<file path="config.mk">
export PLATFORM = sky130hd
export DESIGN_NAME = imem_loader
export DESIGN_NICKNAME = d
export VERILOG_FILES = /design/src/rtl/imem_loader_pkg.sv /design/src/rtl/imem_loader_byte_packer.sv /design/src/rtl/imem_loader.sv
export SDC_FILE = /design/constraint.sdc
export NUM_CORES = 1
export LEC_CHECK = 0
export CAP_MARGIN = 30
export CORE_ASPECT_RATIO = 1.25
export CORE_MARGIN = 2
export CORE_UTILIZATION = 30
export CTS_CLUSTER_DIAMETER = 60
export DETAILED_ROUTE_END_ITERATION = 8
export GPL_TIMING_DRIVEN = 0
export PLACE_DENSITY = 0.57
export SLEW_MARGIN = 5
export SYNTH_ARGS = -nofsm -noshare
export SYNTH_HDL_FRONTEND = slang
export SYNTH_SLANG_ARGS = --single-unit
</file>
<file path="constraint.sdc">
create_clock -name clk -period 3.7 [get_ports clk]
set_input_delay 0.555 -clock clk [delete_from_list [all_inputs] [get_ports clk]]
set_output_delay 0.555 -clock clk [all_outputs]
set_load 0.02 [all_outputs]
</file>
<file path="src/rtl/imem_loader_pkg.sv">
// Shared constants and state encoding for the boot-time instruction memory loader.
package imem_loader_pkg;

  localparam int DEPTH_DEFAULT  = 256;
  localparam int WORD_W         = 32;
  localparam int BYTE_W         = 8;
  localparam int BYTES_PER_WORD = WORD_W / BYTE_W;

  typedef enum logic [2:0] {
    IDLE,
    HDR,
    DATA,
    DONE,
    ERR
  } state_t;

endpackage

</file>
<file path="src/rtl/imem_loader_byte_packer.sv">
// Little-endian 8-to-32 assembler; word_valid pulses the cycle after the 4th byte.
module byte_packer
  import imem_loader_pkg::*;
(
  input  logic              clk,
  input  logic              rst,
  input  logic              clear,
  input  logic              byte_valid,
  input  logic [BYTE_W-1:0] byte_data,
  output logic [1:0]        byte_cnt,
  output logic              word_valid,
  output logic [WORD_W-1:0] word
);

  logic [WORD_W-BYTE_W-1:0] low_bytes;

  // NOTE: sequential state uses non-blocking assignments so every register
  // samples pre-edge values regardless of statement order.
  always_ff @(posedge clk) begin
    if (rst) begin
      byte_cnt   <= '0;
      low_bytes  <= '0;
      word_valid <= 1'b0;
      word       <= '0;
    end else begin
      word_valid <= 1'b0;
      if (clear) begin
        byte_cnt <= '0;
      end else if (byte_valid) begin
        byte_cnt <= byte_cnt + 2'd1;
        if (byte_cnt == 2'(BYTES_PER_WORD - 1)) begin
          word       <= {byte_data, low_bytes};
          word_valid <= 1'b1;
        end else begin
          low_bytes[{byte_cnt, 3'b000} +: BYTE_W] <= byte_data;
        end
      end
    end
  end

endmodule

</file>
<file path="src/rtl/imem_loader.sv">
// Streams a length-prefixed little-endian image into instruction memory while holding the core.
module imem_loader
  import imem_loader_pkg::*;
#(
  parameter int DEPTH = DEPTH_DEFAULT
) (
  input  logic              clk,
  input  logic              rst,
  input  logic              start,
  input  logic              in_valid,
  output logic              in_ready,
  input  logic [BYTE_W-1:0] in_data,
  output logic              mem_we,
  output logic [WORD_W-1:0] mem_addr,
  output logic [WORD_W-1:0] mem_wdata,
  output logic              cpu_hold,
  output logic              done,
  output logic              error
);

  localparam int IDX_W = $clog2(DEPTH + 1);

  state_t            state;
  logic [1:0]        hdr_cnt;
  logic [WORD_W-1:0] count;
  logic [WORD_W-1:0] hdr_full;
  logic [IDX_W-1:0]  word_index;
  logic [1:0]        pk_cnt;
  logic              accept;
  logic              pk_clear;
  logic              data_accept;
  logic              word_done;
  logic              last_word;

  assign accept      = in_valid && in_ready;
  assign data_accept = accept && (state == DATA);
  assign word_done   = data_accept && (pk_cnt == 2'(BYTES_PER_WORD - 1));
  assign last_word   = (32'(word_index) + 32'd1) == count;
  assign pk_clear    = start && (state == IDLE || state == DONE || state == ERR);

  // Header value including the byte on the bus, so the 4th accept can decide the next state.
  always_comb begin
    hdr_full = count;
    hdr_full[{hdr_cnt, 3'b000} +: BYTE_W] = in_data;
  end

  byte_packer u_packer (
    .clk        (clk),
    .rst        (rst),
    .clear      (pk_clear),
    .byte_valid (data_accept),
    .byte_data  (in_data),
    .byte_cnt   (pk_cnt),
    .word_valid (mem_we),
    .word       (mem_wdata)
  );

  always_ff @(posedge clk) begin
    if (rst) begin
      state      <= IDLE;
      hdr_cnt    <= '0;
      count      <= '0;
      word_index <= '0;
      mem_addr   <= '0;
      in_ready   <= 1'b0;
      cpu_hold   <= 1'b0;
      done       <= 1'b0;
      error      <= 1'b0;
    end else begin
      case (state)
        IDLE, DONE, ERR: begin
          if (start) begin
            state      <= HDR;
            hdr_cnt    <= '0;
            count      <= '0;
            word_index <= '0;
            in_ready   <= 1'b1;
            cpu_hold   <= 1'b1;
            done       <= 1'b0;
            error      <= 1'b0;
          end else if (state == DONE) begin
            // Releases the core one cycle after DONE is entered, after the final write.
            done     <= 1'b1;
            cpu_hold <= 1'b0;
          end
        end
        HDR: begin
          if (accept) begin
            hdr_cnt <= hdr_cnt + 2'd1;
            count   <= hdr_full;
            if (hdr_cnt == 2'(BYTES_PER_WORD - 1)) begin
              if (hdr_full == '0) begin
                state    <= DONE;
                in_ready <= 1'b0;
              end else if (hdr_full > 32'(DEPTH)) begin
                state    <= ERR;
                in_ready <= 1'b0;
                error    <= 1'b1;
              end else begin
                state <= DATA;
              end
            end
          end
        end
        DATA: begin
          if (word_done) begin
            mem_addr   <= 32'({word_index, 2'b00});
            word_index <= word_index + 1'b1;
            if (last_word) begin
              state    <= DONE;
              in_ready <= 1'b0;
            end
          end
        end
        default: begin
          state    <= IDLE;
          in_ready <= 1'b0;
        end
      endcase
    end
  end

endmodule
</file>
==> summary.md <==
| Metric | Value |
|---|---|
| Worst path slowest cell | `a2111oi_1` |
| Fillers | `1854` |
| Postcts setup bufs | `0` |
| Worst Path Required | `3.99 ns` |
| CTS max path bufs | `2` |
| HPWL after detailed placement | `10.51 mm` |
| Fmax | `361.9 MHz` |
| Critical-path cell list | `ha_1 > nand3_1 > or3_1 > a2111oi_1 > a31oi_4 > o311a_1` |
| Unrepaired setup endpoints after global routing | `no` |
| Starting density of the core | `30.33%` |
| Pre-antenna DRT Iters | `5` |
| Async set-or-reset flop fraction in the synthesized netlist | `0%` |
| Count of final max-slew check failures | `0` |
| Final nets | `800` |
| DRC errors left | `0` |
| Max-cap violations | `0` |
| Hold Fails Final Rpt | `0` |
| Min-Delay Path Class | `input port to register` |
| # resized after CTS | `0` |
| CTS tree | `built` |
| IO buf count | `53` |
| Setup Viol. Count Final | `0` |
| Clock Pin Slew Worst Setup and Hold Paths | `0.06 ns` |
| Remaining antenna violation count | `0` |
| Max VDD drop | `0.2957 mV` |
| Power per cell area | `514.8 nW/µm²` |
| Met3 wire length | `504 µm` |
| Vias | `4905` |
| N_diodes | `0` |
| Final setup TNS | `0 ns` |
| Antenna violations before repair | `0` |
| Final cycle utilization of the critical path | `74.67%` |
| WL per Instance | `14.80 µm` |
| Vias per Instance | `4.823` |
| Post-Route Skew | `0.009274 ns` |
| Worst path max stage delay | `0.63 ns` |
| Site Rows | `55` |
| Die height | `154.7 µm` |
| Hold WS | `0.4433 ns` |
| Warnings, synthesis | `0` |
| Yosys reg bits | `118` |
| Crit path time final | `2.763 ns` |
| Placed Cells | `985` |
| Area grow syn2layout | `27.31%` |
| GR Overflow Total | `0` |
| Count of cell types in the netlist | `61` |
| Top_reg_cell synth | `dfxtp_1` |
| WP data arrival | `3.06 ns` |
| Vias in the first global route | `4586` |
| Global-route wire length before repair | `24.12 mm` |
| CTS H-tree lvls | `4` |
| Syn Inst Count | `682` |
| Worst setup margin | `0.9371 ns` |
| Num CTS Buffers | `17` |
| Share of layout cells above drive strength 1 | `9.759%` |
| Lkg Pwr | `0.002454 µW` |
| Num Clock Sinks | `118` |
| Io pins | `81` |
| Relative slew slack | `34.79%` |
| GRT Total Usage | `15.54%` |
| CP Capture Type | `register` |
| Crit path kind | `register to register` |
| Largest net degree at the start of global routing | `17` |
| Initial DRC Count | `277` |
| Die area | `19260 µm²` |
| Sequential fraction of the synthesis area | `43.36%` |
| CTS root buf | `clkbuf_16` |
| Die width | `124.5 µm` |
| Core ar. | `17960 µm²` |
| Non-Filler Instances | `1017` |
| Post-Syn Area | `5448 µm²` |
| Max Used Layer | `met4` |
| Critical-path maximum fanout | `9` |
| Avg Cell Area, Syn | `7.988 µm²` |
| Post-Route WL | `15.05 mm` |
| Run status | `completed` |
| Skew-Pair Late Insertion Delay | `0.41 ns` |
| CTS Hold Buffers Added | `0` |
| GP Congestion | `0.8743` |
| Place WS | `0.6029 ns` |
| Routed wl met2 | `7.302 mm` |
| Startpoint Class | `register` |
| Number of flops mapped to enable cells by yosys | `0` |
| Routed length on met1 | `7.008 mm` |
| Worst Tran Pin Value | `0.9761 ns` |
## critical path: cells and delay by family, from the launching register on
kind,cells,cell delay (ns)
compound gates,3,1.15
fa+ha+maj,1,0.38
flops,1,0.52
simple gates,2,0.61
## stage by stage
stage          util [%]  area, µm²  power, µW
5_1_grt           38.61       6935       3708
2_1_floorplan         -       5530       1795
4_1_cts           38.61       6935       3593
6_report          38.61       6935       3571
3_3_place_gp      35.33       6346       1953
3_5_place_dp      35.33       6346       1955
## power by group
| group | leakage (µW) | switching, µW | internal, µW | total (µW) |
|---|---|---|---|---|
| registers | 0.000951 | 38.1 | 1300 | 1340 |
| clock network | 0.000283 | 621 | 1010 | 1630 |
| logic | 0.00122 | 391 | 203 | 594 |
| total | 0.00245 | 1050 | 2520 | 3570 |
## layer usage
| layer | track usage (%) | vias up |
|---|---|---|
| met5 | 0 | - |
| met4 | 5.618 | 0 |
| met3 | 2.490 | 17 |
| met2 | 26.49 | 104 |
| met1 | 19.88 | 2266 |
| li1 | - | 2518 |
## worst paths after layout
check	startpoint	to	slack (ns)	cells after the start
worst min register to register	u_packer.low_bytes[16]	u_packer.low_bytes[16]	0.45	2
worst max-delay path	word_index[1]	in_ready	0.94	6
worst max register to register	word_index[1]	in_ready	0.94	6
worst min-delay path	in_data[2]	u_packer.word[26]	0.44	3
## cell type report
class	instances	area [µm²]	area share, %
timing repair buffer	53	530.5	7.649
inverter	8	30.03	0.4330
clock buffer	18	439.2	6.332
multi-input combinational	512	2789	40.21
buffer	66	349.1	5.033
sequential	118	2362	34.06
tap	228	285.3	4.113
clock inverter	14	150.1	2.165
## synthesized netlist by cell type, types with 4 or more instances
library cell  number  area share, %
nand2_1          132            9.1
dfxtp_1          118             43
a21oi_1           89            8.2
nor2_1            67            4.6
nand3_1           34            3.1
clkbuf_1          33            2.3
a22oi_1           30            4.1
buf_4             23            3.2
ha_1              12            2.8
nor3_1            12            1.1
xnor2_1           10            1.6
o21ai_0            9           0.83
inv_1              8           0.55
buf_2              6           0.55
nor4_1             6           0.69
o21ai_1            6           0.55
nor2b_1            5           0.57
nor3b_1            5           0.69
and2_1             4           0.46
and3_1             4           0.46
nand2b_1           4           0.46
or4_1              4           0.55
xor2_1             4           0.64
## cells in the final DEF, fill, tap and decap left out, drive strengths merged, types with 4 or more instances in the layout
cell type      Yosys  routed
or3b               4       4
xnor2             10      10
nor2b              5       5
clkdlybuf4s50      0      53
clkinv             0       6
a22oi             30      30
and2               4       4
dfxtp            118     118
clkbuf            33      51
inv                8      11
nor3              15      15
nand2b             4       4
conb               1      23
nand3             34      34
a21oi             89      89
or4                5       5
buf               33      33
a31oi              4       4
nor4               8       8
and3               4       4
nor3b              6       6
xor2               4       4
nor2              68      68
o21ai             15      15
ha                12      12
nand4              4       4
nand2            132     132
## logic make-up after synthesis
family	after synthesis	synth area share (%)
AOI/OAI and AO/OA	154	17.11
adders and majority gates	12	2.756
DFF	118	43.36
muxes	2	0.3675
other	1	0.06884
and+or+nand+nor	307	27.12
xor gates and xnor gates	14	2.251
buffers and inverters	74	6.959
## sequential cells by signal, summed over array words and instances (netlist names)
name,cells
count,32
u_packer.word,32
u_packer.low_bytes,24
mem_addr,9
word_index,9
state,3
hdr_cnt,2
u_packer.byte_cnt,2
cpu_hold,1
done,1
error,1
in_ready,1
u_packer.word_valid,1
(Power assumes the default switching activity.)
